**src/rtl/seq_pkg.sv**
```systemverilog
// Shared definitions for the sequence tracker: the producer's 16-entry code
// sequence, code-to-position match helper and mask rotation helpers.
package seq_pkg;

  localparam int unsigned SEQ_LEN = 16;
  localparam int unsigned CODE_W  = 4;
  localparam int unsigned IDX_W   = 4;

  localparam logic [SEQ_LEN-1:0] CAND_ALL = 16'hFFFF;

  localparam logic [CODE_W-1:0] SEQ [SEQ_LEN] = '{
    4'h5, 4'hC, 4'h0, 4'h8, 4'h6, 4'h8, 4'h5, 4'hF,
    4'h9, 4'hD, 4'h9, 4'hE, 4'hC, 4'h7, 4'hF, 4'hC
  };

  // Bit p set when the producer at position p would emit this code.
  function automatic logic [SEQ_LEN-1:0] code_match(input logic [CODE_W-1:0] code);
    logic [SEQ_LEN-1:0] m;
    m = '0;
    for (int unsigned p = 0; p < SEQ_LEN; p++) begin
      m[p] = (SEQ[p] == code);
    end
    return m;
  endfunction

  // Bit p of the result takes bit p-1 of the input (wrapping).
  function automatic logic [SEQ_LEN-1:0] rot_from_below(input logic [SEQ_LEN-1:0] m);
    return {m[SEQ_LEN-2:0], m[SEQ_LEN-1]};
  endfunction

  // Bit p of the result takes bit p+1 of the input (wrapping).
  function automatic logic [SEQ_LEN-1:0] rot_from_above(input logic [SEQ_LEN-1:0] m);
    return {m[0], m[SEQ_LEN-1:1]};
  endfunction

endpackage

```
**src/rtl/seq_onehot_enc.sv**
```systemverilog
// Combinational 16-bit mask encoder: index of the set bit plus a one-hot flag.
module seq_onehot_enc
  import seq_pkg::*;
(
  input  logic [SEQ_LEN-1:0] mask,
  output logic [IDX_W-1:0]   idx_c,
  output logic               onehot_c
);

  // OR of set-bit positions; only meaningful when exactly one bit is set.
  always_comb begin
    idx_c = '0;
    for (int unsigned p = 0; p < SEQ_LEN; p++) begin
      if (mask[p]) idx_c = idx_c | IDX_W'(p);
    end
    onehot_c = ($countones(mask) == 1);
  end

endmodule

```
**src/rtl/seq_tracker.sv**
```systemverilog
// Observer-side tracker: follows the producer's position in the 16-entry
// code sequence, reports lock, step direction and inconsistent samples.
module seq_tracker
  import seq_pkg::*;
(
  input  logic               CLK,
  input  logic               RST,
  input  logic               VALID,
  input  logic [CODE_W-1:0]  CODE_I,
  input  logic               SYNC,
  output logic [IDX_W-1:0]   INDEX,
  output logic               LOCK,
  output logic               DIR,
  output logic               ERR,
  output logic [SEQ_LEN-1:0] CAND
);

  logic [SEQ_LEN-1:0] match_c;
  logic [SEQ_LEN-1:0] base_c;
  logic [SEQ_LEN-1:0] nxt_c;
  logic [SEQ_LEN-1:0] cand_d;
  logic               err_d;
  logic               dir_d;
  logic [IDX_W-1:0]   q_c;
  logic               onehot_c;

  // Candidate update; an empty mask behaves like a fresh start.
  always_comb begin
    match_c = code_match(CODE_I);
    base_c  = (CAND == '0) ? CAND_ALL : CAND;
    nxt_c   = match_c & (base_c | rot_from_below(base_c) | rot_from_above(base_c));
    cand_d  = CAND;
    err_d   = 1'b0;
    if (SYNC) begin
      cand_d = VALID ? match_c : CAND_ALL;
    end else if (VALID) begin
      if (nxt_c != '0) begin
        cand_d = nxt_c;
      end else begin
        cand_d = match_c;
        err_d  = 1'b1;
      end
    end
  end

  seq_onehot_enc u_enc (
    .mask     (cand_d),
    .idx_c    (q_c),
    .onehot_c (onehot_c)
  );

  // Direction from where the new single position sat in the old mask.
  always_comb begin
    dir_d = DIR;
    if (onehot_c && !CAND[q_c]) begin
      if (CAND[IDX_W'(q_c - IDX_W'(1))])      dir_d = 1'b1;
      else if (CAND[IDX_W'(q_c + IDX_W'(1))]) dir_d = 1'b0;
    end
  end

  always_ff @(posedge CLK or negedge RST) begin
    if (!RST) begin
      CAND  <= CAND_ALL;
      LOCK  <= 1'b0;
      INDEX <= '0;
      DIR   <= 1'b1;
      ERR   <= 1'b0;
    end else begin
      CAND <= cand_d;
      ERR  <= err_d;
      LOCK <= onehot_c;
      DIR  <= dir_d;
      if (onehot_c) INDEX <= q_c;
    end
  end

endmodule

```
**config.mk**
```make
export PLATFORM = sky130hd
export DESIGN_NAME = seq_tracker
export DESIGN_NICKNAME = d
export VERILOG_FILES = /design/src/rtl/seq_pkg.sv /design/src/rtl/seq_onehot_enc.sv /design/src/rtl/seq_tracker.sv
export SDC_FILE = /design/constraint.sdc
export NUM_CORES = 1
export LEC_CHECK = 0
export ABC_AREA = 1
export BUFFER_PORTS_ARGS = -buffer_cell sky130_fd_sc_hd__buf_4
export CELL_PAD_IN_SITES_DETAIL_PLACEMENT = 0
export CELL_PAD_IN_SITES_GLOBAL_PLACEMENT = 2
export CORE_MARGIN = 5
export CORE_UTILIZATION = 35
export CTS_CLUSTER_SIZE = 20
export DETAILED_ROUTE_END_ITERATION = 12
export GPL_TIMING_DRIVEN = 0
export PLACE_DENSITY_LB_ADDON = 0.15
export SLEW_MARGIN = 5
export SYNTH_ARGS = -nofsm -noshare
export SYNTH_HDL_FRONTEND = slang
export SYNTH_SLANG_ARGS = --single-unit
```
**constraint.sdc**
```tcl
create_clock -name CLK -period 17.1 [get_ports CLK]
set_input_delay 2.565 -clock CLK [delete_from_list [all_inputs] [get_ports CLK]]
set_output_delay 2.565 -clock CLK [all_outputs]
set_load 0.01 [all_outputs]
```
# == Yosys cells after proc, flatten, opt, wreduce, memory -nomap -nowiden ==
# Index checks and enable logic that the tools add are counted.
# classes
add_sub_neg,17
magnitude_cmp,3
eq_ne,10
n_mux,31
bitwise_logic,3
n_reduce_logical,7
# op_table
op,count
32-bit adder,7
16-bit two-way mux,5
"32-bit by 2-bit == test with 1-bit output, second input constant",1
4-bit two-way mux,8
16-bit OR,2
"4-bit == test, first input constant",6
1-bit by 1-bit adder with 2-bit output,8
16-bit bitwise AND,1
16-bit zero test,1
16-bit nonzero test,1
"4-bit by 5-bit less-than comparator with 1-bit output, second input constant",3
1-bit binary-select mux with 4-bit select,3
"3-bit by 4-bit == test with 1-bit output, first input constant",3
3-bit two-way mux,4
1-bit two-way mux,9
"4-bit by 1-bit adder with 4-bit output, second input constant",1
4-bit zero test,1
2-bit two-way mux,2
"4-bit by 1-bit subtractor with 4-bit output, second input constant",1
2-bit AND reduction,1
2-bit nonzero test,1
1-bit logical AND,1
1-bit zero test,1
# word_totals
reg_bits,23
input_bits,8
out_inout_bits,23
wordCells,76

# == Depth between registers and ports, before layout ==
# Gate-level depths: netlist of the first run.
# depth
depth_word,29
mapped_depth,36

# == Hierarchy ==
# From an unflattened synthesis of the first run, not the netlist that was laid out.
# unflattened
cells_unflattened,401
hier_area_um2,2448.6
# modules_own_cells
mod,n_inst,cells_per_inst,area_each_um2,seq_area_each_um2
seq_tracker,1,336,1966.9,596.8
seq_onehot_enc,1,65,481.7,0.0

# == Worst setup path after synthesis of the first run ==
# No wires, ideal clock.
# synth_path
path_kind,input-to-reg
from,in CODE_I[1]
to,reg DIR
setup_ns,0.075
arrival_time_ns,7.589
required_ns,17.025
setup_slack_ns,9.435
cell_stages,30
path_buffers,0
cell_sequence,nor2_1 -> inv_1 -> nor3_1 -> nand2_1 -> nand2_1 -> nor2_1 -> nand2_2 -> nor2_4 -> nand2_2 -> nand2_1 -> a21oi_1 -> inv_1 -> ha_1 -> inv_1 -> fa_1 -> fa_1 -> fa_1 -> inv_1 -> fa_1 -> ha_1 -> fa_1 -> nand3b_1 -> a211oi_1 -> inv_1 -> nor2_1 -> nand2_1 -> nand2_1 -> nand2_1 -> nand2_1 -> nand2_1
# synth_lines
item,line,source
start: declaration,seq_tracker.sv:9,"input logic [CODE_W-1:0] CODE_I,"
"3-bit by 4-bit == test with 1-bit output, or another cell as far along",seq_pkg.sv:21,m[p] = (SEQ[p] == code);
16-bit bitwise AND,seq_tracker.sv:31,nxt_c = match_c & (base_c | rot_from_below(base_c) | rot_from_above(base_c));
16-bit nonzero test,seq_tracker.sv:37,if (nxt_c != '0) begin
16-bit two-way mux,seq_tracker.sv:37,
16-bit two-way mux,seq_tracker.sv:36,end else if (VALID) begin
16-bit two-way mux *,seq_tracker.sv:34,if (SYNC) begin
net cand_d[15],seq_tracker.sv:21,logic [SEQ_LEN-1:0] cand_d;
1-bit by 1-bit adder with 2-bit output (implied by the code) *,seq_onehot_enc.sv:16,onehot_c = ($countones(mask) == 1);
32-bit adder (implied by the code) * (3 in series),seq_onehot_enc.sv:16,
32-bit by 2-bit == test with 1-bit output *,seq_onehot_enc.sv:16,
net onehot_c,seq_tracker.sv:25,logic onehot_c;
1-bit logical AND *,seq_tracker.sv:55,if (onehot_c && !CAND[q_c]) begin
2-bit AND reduction (no line) *,-,
end signal: assignment,seq_tracker.sv:72,DIR <= dir_d;
end: declaration,seq_tracker.sv:13,"output logic DIR,"
# The timed path passes the listed nets; every way through them passes the cells marked *. The select of a mux whose other input is x is not followed.
# A chain may end at the register's enable or synchronous reset.

# == Final worst setup path of the first run ==
# layout_path
from,in CODE_I[0]
to,reg DIR
# Same word-level chain as after synthesis.

==> metrics, run 1 <==
status=finished clean; DR pass1 iterations=4; Yosys warning count=0; switching pwr=136 uW; via count=2820; CTS Hold Buffers Added=0; Synth top area share=16.9%; TritonCTS Buffers=3; synth cell count leaders=124 x nand2_1, 68 x inv_1, 60 x nand3_1, 42 x nor2_1, 18 x ha_1; crit path kind=in -> reg; largest net degree at the start of global routing=24; grt total ovfl=0; fin crit share=48.1%; worst hold slack=0.461 ns; Final TNS setup=0 ns; ys async rst share=100%; syn nets=469; Setup Skew=0.00713 ns; most common cell in the synthesized netlist=nand2_1; crit path time final=8.23 ns; CTS tree=built; flops & latches, synth=23; routed length on met2=3990 um; first-pass GRT wire length=15000 um; clock-pin slew on the worst setup and hold paths=0.09 ns; Combinational Power Share=60.9%; critical path arrival=8.44 ns; DP Wirelength=7230 um; maximum clock path buffer count=2; Fin. Hold Viols=0; Die Footprint=0.00977 sq mm; core area=0.00769 sq mm; share of cells above drive strength 1=14.8%; clock power share=11.7%; Die Height=98.8 um; EDFF count, synth=0; gpl congestion=0.931; Main synth FF type=dfstp_2; area leader, netlist=nand2_1; final instance area=0.00315 sq mm; IO Count=31; Peak VDD IR=0.0686 mV; DR top layer=met4; internal power=163 uW; Final #Nets=503; CP required=17.31 ns; initial core utilization=35.9%; worst slew pin tran=0.853 ns; Row Count=32; sequential group share of total power=27.4%; critical path capture point type=flop; Remaining DRCs=0; DRT Wirelength=8890 um; Startpoint Class=primary input; vias in the first global route=2810; Seq/Total Area, Yosys=21.6%; pwr/cell area=94.9 mW/mm^2; Overall Global Routing Usage=19.3%; Hold WC Path Type=reg -> reg; die width=98.8 um; Slew HR=42.7%; antenna violations before repair=0; Metal-1 WL=4570 um; H-tree depth=1; WL met3=289 um; max cap viols=0; Worst path slowest cell=nor3_1; drt wl/cell=15.7 um; Leak Pwr=1.66 nW; setup bufs post-CTS=0; 1st-iter DRT viols=151; Synth Instances=432; n_diodes=0; fin. max-slew vios=0; top post-synthesis cells by area=nand2_1 17%, dfstp_2 16%, nand3_1 11%, inv_1 9.2%, ha_1 8.2%; Fmax achieved=0.122 GHz; CTS sink cnt=23; Area after DPL=0.00311 sq mm; Clock Tree Root=clkbuf_8; # port buffers=29; P&R area growth vs syn=14.1%; most used cell, CP=nand2_1; Setup violations, final=0; post-CTS sizing=0; Cell variety after synth=31; Final ANT Viol Nets=0; post-synthesis instance area=0.00276 sq mm; Crit Path Max Fanout=8; switching share of power=45.5%; fillers=872; crit-path max cell delay=0.66 ns; register-to-register path setup slack=10.64 ns; RSZ-0062 raised after global routing=no; vias per inst=4.97; clk_lat worst skew=0.27 ns; mean area per synthesized cell=6.39 sq um
## power groups by stage
stage	Clock (mW)	Combinational (mW)	Sequential (mW)
2_1_floorplan	0	0.132	0.0834
4_1_cts	0.0362	0.187	0.0820
3_5_place_dp	0	0.186	0.0829
3_3_place_gp	0	0.184	0.0830
6_report	0.0350	0.182	0.0819
5_1_grt	0.0396	0.224	0.0833
## kinds of logic (layout without fill, tap and decap cells)
group / count (synthesis) / after routing / synth area share (%)
xor gates and xnor gates: 4 / 4 / 1.27
buffers and inverters: 79 / 112 / 11.5
and+or+nand+nor: 256 / 256 / 41.4
DFF: 23 / 23 / 21.6
AOI/OAI and AO/OA: 41 / 41 / 8.11
adders and majority gates: 29 / 29 / 16.1
## metal layers
layer | up-vias | GRT usage, %
li1 | 1433 | -
met1 | 1314 | 28.7
met2 | 69 | 30.6
met3 | 4 | 2.34
met4 | 0 | 2.63
met5 | - | 0
## metrics by stage
| stage | total power [mW] | util (%) | std cells | setup slack, ns |
|---|---|---|---|---|
| finish | 0.299 | 41.0 | 567 | 8.87 |
| global placement | 0.267 | 40.4 | 563 | 8.51 |
| detailed placement | 0.269 | 40.4 | 563 | 8.58 |
| floorplan | 0.215 | - | 432 | 9.44 |
| global route | 0.346 | 41.0 | 567 | 8.26 |
| CTS | 0.305 | 41.0 | 567 | 8.83 |
## area by class of cell
type | count | area [sq um] | share of cell area, %
multi-input combinational | 330 | 1850 | 58.6
sequential | 23 | 597 | 18.9
inverter | 69 | 259 | 8.22
timing repair buffer | 29 | 218 | 6.91
tap | 102 | 128 | 4.05
buffer | 10 | 57.6 | 1.83
clock buffer | 4 | 45.0 | 1.43
## cell usage in the layout (no fill, tap or decap), types with 3 or more instances in the layout
| master | count |
|---|---|
| a21oi_1 | 15 |
| a31oi_1 | 4 |
| buf_4 | 30 |
| clkbuf_1 | 7 |
| clkbuf_8 | 3 |
| dfrtp_1 | 6 |
| dfstp_2 | 17 |
| fa_1 | 11 |
| ha_1 | 18 |
| inv_1 | 68 |
| nand2_1 | 124 |
| nand2_2 | 8 |
| nand3_1 | 60 |
| nand3b_1 | 4 |
| nor2_1 | 42 |
| nor3_1 | 11 |
| o21ai_0 | 15 |
| xor2_1 | 3 |
## state kept, by name, indices dropped and copies added, names as in the netlist
name / cells
ERR: 1
CAND: 16
DIR: 1
INDEX: 4
LOCK: 1
## worst max-delay path, delay by kind of cell
kind            cells  cell delay, ns
buf+inv             6            0.59
fa+ha+maj           7            2.87
simple gates       16            1.89
compound gates      2            0.52
## worst paths after layout
check / from / to / depth (start not counted)
min: DIR$_DFFE_PN1P_ / DIR$_DFFE_PN1P_ / 2
max: CODE_I[0] / DIR$_DFFE_PN1P_ / 31
max reg2reg: CAND[8]$_DFF_PN1_ / DIR$_DFFE_PN1P_ / 32
min in group asynchronous: RST / INDEX[0]$_DFFE_PN0N_ / 1
max in group asynchronous: RST / CAND[8]$_DFF_PN1_ / 1
min reg2reg: DIR$_DFFE_PN1P_ / DIR$_DFFE_PN1P_ / 2
Power figures use the tool's default switching activity.
==> run 2, diff against run 1 <==
--- a/config.mk
+++ b/config.mk
@@ -10,7 +10,7 @@
 export CELL_PAD_IN_SITES_DETAIL_PLACEMENT = 0
 export CELL_PAD_IN_SITES_GLOBAL_PLACEMENT = 2
 export CORE_MARGIN = 5
-export CORE_UTILIZATION = 35
+export CORE_UTILIZATION = 32
 export CTS_CLUSTER_SIZE = 20
 export DETAILED_ROUTE_END_ITERATION = 12
 export GPL_TIMING_DRIVEN = 0
==> constraint.sdc (replaced) <==
create_clock -name CLK -period 7.6 [get_ports CLK]
set_input_delay 1.14 -clock CLK [delete_from_list [all_inputs] [get_ports CLK]]
set_output_delay 1.14 -clock CLK [all_outputs]
set_load 0.01 [all_outputs]
==> run 2 against run 1 <==
Against the previous run:
- global-route usage hardly changed
- wire length increased by 5.7%
- clock skew shrank 0.0044 ns
==> metrics, run 2 (same netlist as run 1, synthesis figures left out) <==
# port buffers=29; max cap viols=0; Row Count=33; setup bufs post-CTS=0; vias in the first global route=2824; crit-path max cell delay=0.69 ns; CTS sink cnt=23; status=finished clean; fin. max-slew vios=0; Final ANT Viol Nets=0; Final TNS setup=0 ns; critical path arrival=7.13 ns; Hold WC Path Type=reg -> reg; Overall Global Routing Usage=19.3%; fillers=917; TritonCTS Buffers=3; Largest regs=CAND: 16 flops, INDEX: 4 flops; P&R area growth vs syn=14.4%; Leak Pwr=1.66 nW; n_diodes=0; first-pass GRT wire length=15500 um; Die Height=103 um; clk_lat worst skew=0.27 ns; drt wl/cell=16.5 um; Setup violations, final=0; H-tree depth=1; gpl congestion=0.896; Peak VDD IR=0.200 mV; pwr/cell area=216 mW/mm^2; fin crit share=90.9%; initial core utilization=33.3%; CTS tree=built; worst slew pin tran=0.903 ns; 1st-iter DRT viols=211; share of cells above drive strength 1=15.1%; vias per inst=5.05; register name with the most flops=CAND; most common cell after layout, fill and taps aside=nand2_1; most used cell, CP=nand2_1; clock-pin slew on the worst setup and hold paths=0.09 ns; most frequent cells in the layout=124 x nand2_1, 68 x inv_1, 60 x nand3_1; maximum clock path buffer count=2; antenna violations before repair=0; Final #Nets=503; largest net degree at the start of global routing=24; Fmax achieved=0.145 GHz; Setup Skew=0.00274 ns; DP Wirelength=7640 um; post-CTS sizing=0; crit path kind=in -> reg; Largest register FFs=16; Slew HR=39.3%; DR pass1 iterations=5; Die Footprint=0.0106 sq mm; Fin. Hold Viols=0; RSZ-0062 raised after global routing=no; Crit Path Max Fanout=8; via count=2879; grt total ovfl=0; crit path time final=6.91 ns; CTS Hold Buffers Added=0; core area=0.00830 sq mm; DRT Wirelength=9400 um; Remaining DRCs=0; Clock Tree Root=clkbuf_8; critical path capture point type=flop; IO Count=31; register-to-register path setup slack=1.03 ns; Startpoint Class=primary input; worst hold slack=0.464 ns; die width=103 um; Worst path slowest cell=nor3_1; CP required=7.82 ns
## run 2: worst paths after layout
path / start / to / depth (start not counted)
max: CODE_I[0] / DIR$_DFFE_PN1P_ / 31
min: DIR$_DFFE_PN1P_ / DIR$_DFFE_PN1P_ / 2
max reg2reg: CAND[8]$_DFF_PN1_ / DIR$_DFFE_PN1P_ / 32
min reg2reg: DIR$_DFFE_PN1P_ / DIR$_DFFE_PN1P_ / 2
max in group asynchronous: RST / CAND[6]$_DFF_PN1_ / 1
min in group asynchronous: RST / ERR$_DFF_PN0_ / 1
## run 2: where the power goes
| group | internal [mW] | switching, mW | total, mW |
|---|---|---|---|
| registers | 0.159 | 0.0266 | 0.185 |
| clock network | 0.0372 | 0.0462 | 0.0834 |
| logic | 0.171 | 0.243 | 0.415 |
| total | 0.368 | 0.316 | 0.684 |
## run 2: final cells by class
class	count	area [sq um]	area share [%]
well taps	105	131	4.16
clock inverters	1	7.51	0.238
repair buffers	29	218	6.89
clock buffers	3	41.3	1.31
flip-flops and latches	23	597	18.9
plain buffers	10	57.6	1.82
inverters	69	259	8.20
multi-input cells	330	1850	58.5
## run 2: worst max-delay path, delay by kind of cell
family	cells	cell delay (ns)
adder cells (fa/ha/maj)	7	2.91
AO/OA/AOI/OAI	1	0.39
buffers and inverters	5	0.50
AND/OR/NAND/NOR	18	2.15
## run 2: routing by layer
| layer | share of wire [%] | GRT usage [%] | vias up | wire (um) |
|---|---|---|---|---|
| met5 | 0 | 0 | - | 0 |
| met4 | 2.0 | 3.69 | 0 | 185 |
| met3 | 5.1 | 1.96 | 15 | 480 |
| met2 | 43 | 28.9 | 85 | 4060 |
| met1 | 50 | 30.1 | 1342 | 4670 |
| li1 | - | - | 1437 | - |
## run 2: stage by stage
stage	setup slack (ns)	power, mW	util, %	cell area, sq um	cells
5_1_grt	0.182	0.781	38.1	3160	570
6_report	0.691	0.684	38.1	3160	570
2_1_floorplan	1.36	0.484	-	2760	432
3_5_place_dp	0.419	0.613	37.5	3110	566
4_1_cts	0.694	0.697	38.1	3160	570
3_3_place_gp	0.378	0.604	37.5	3110	566
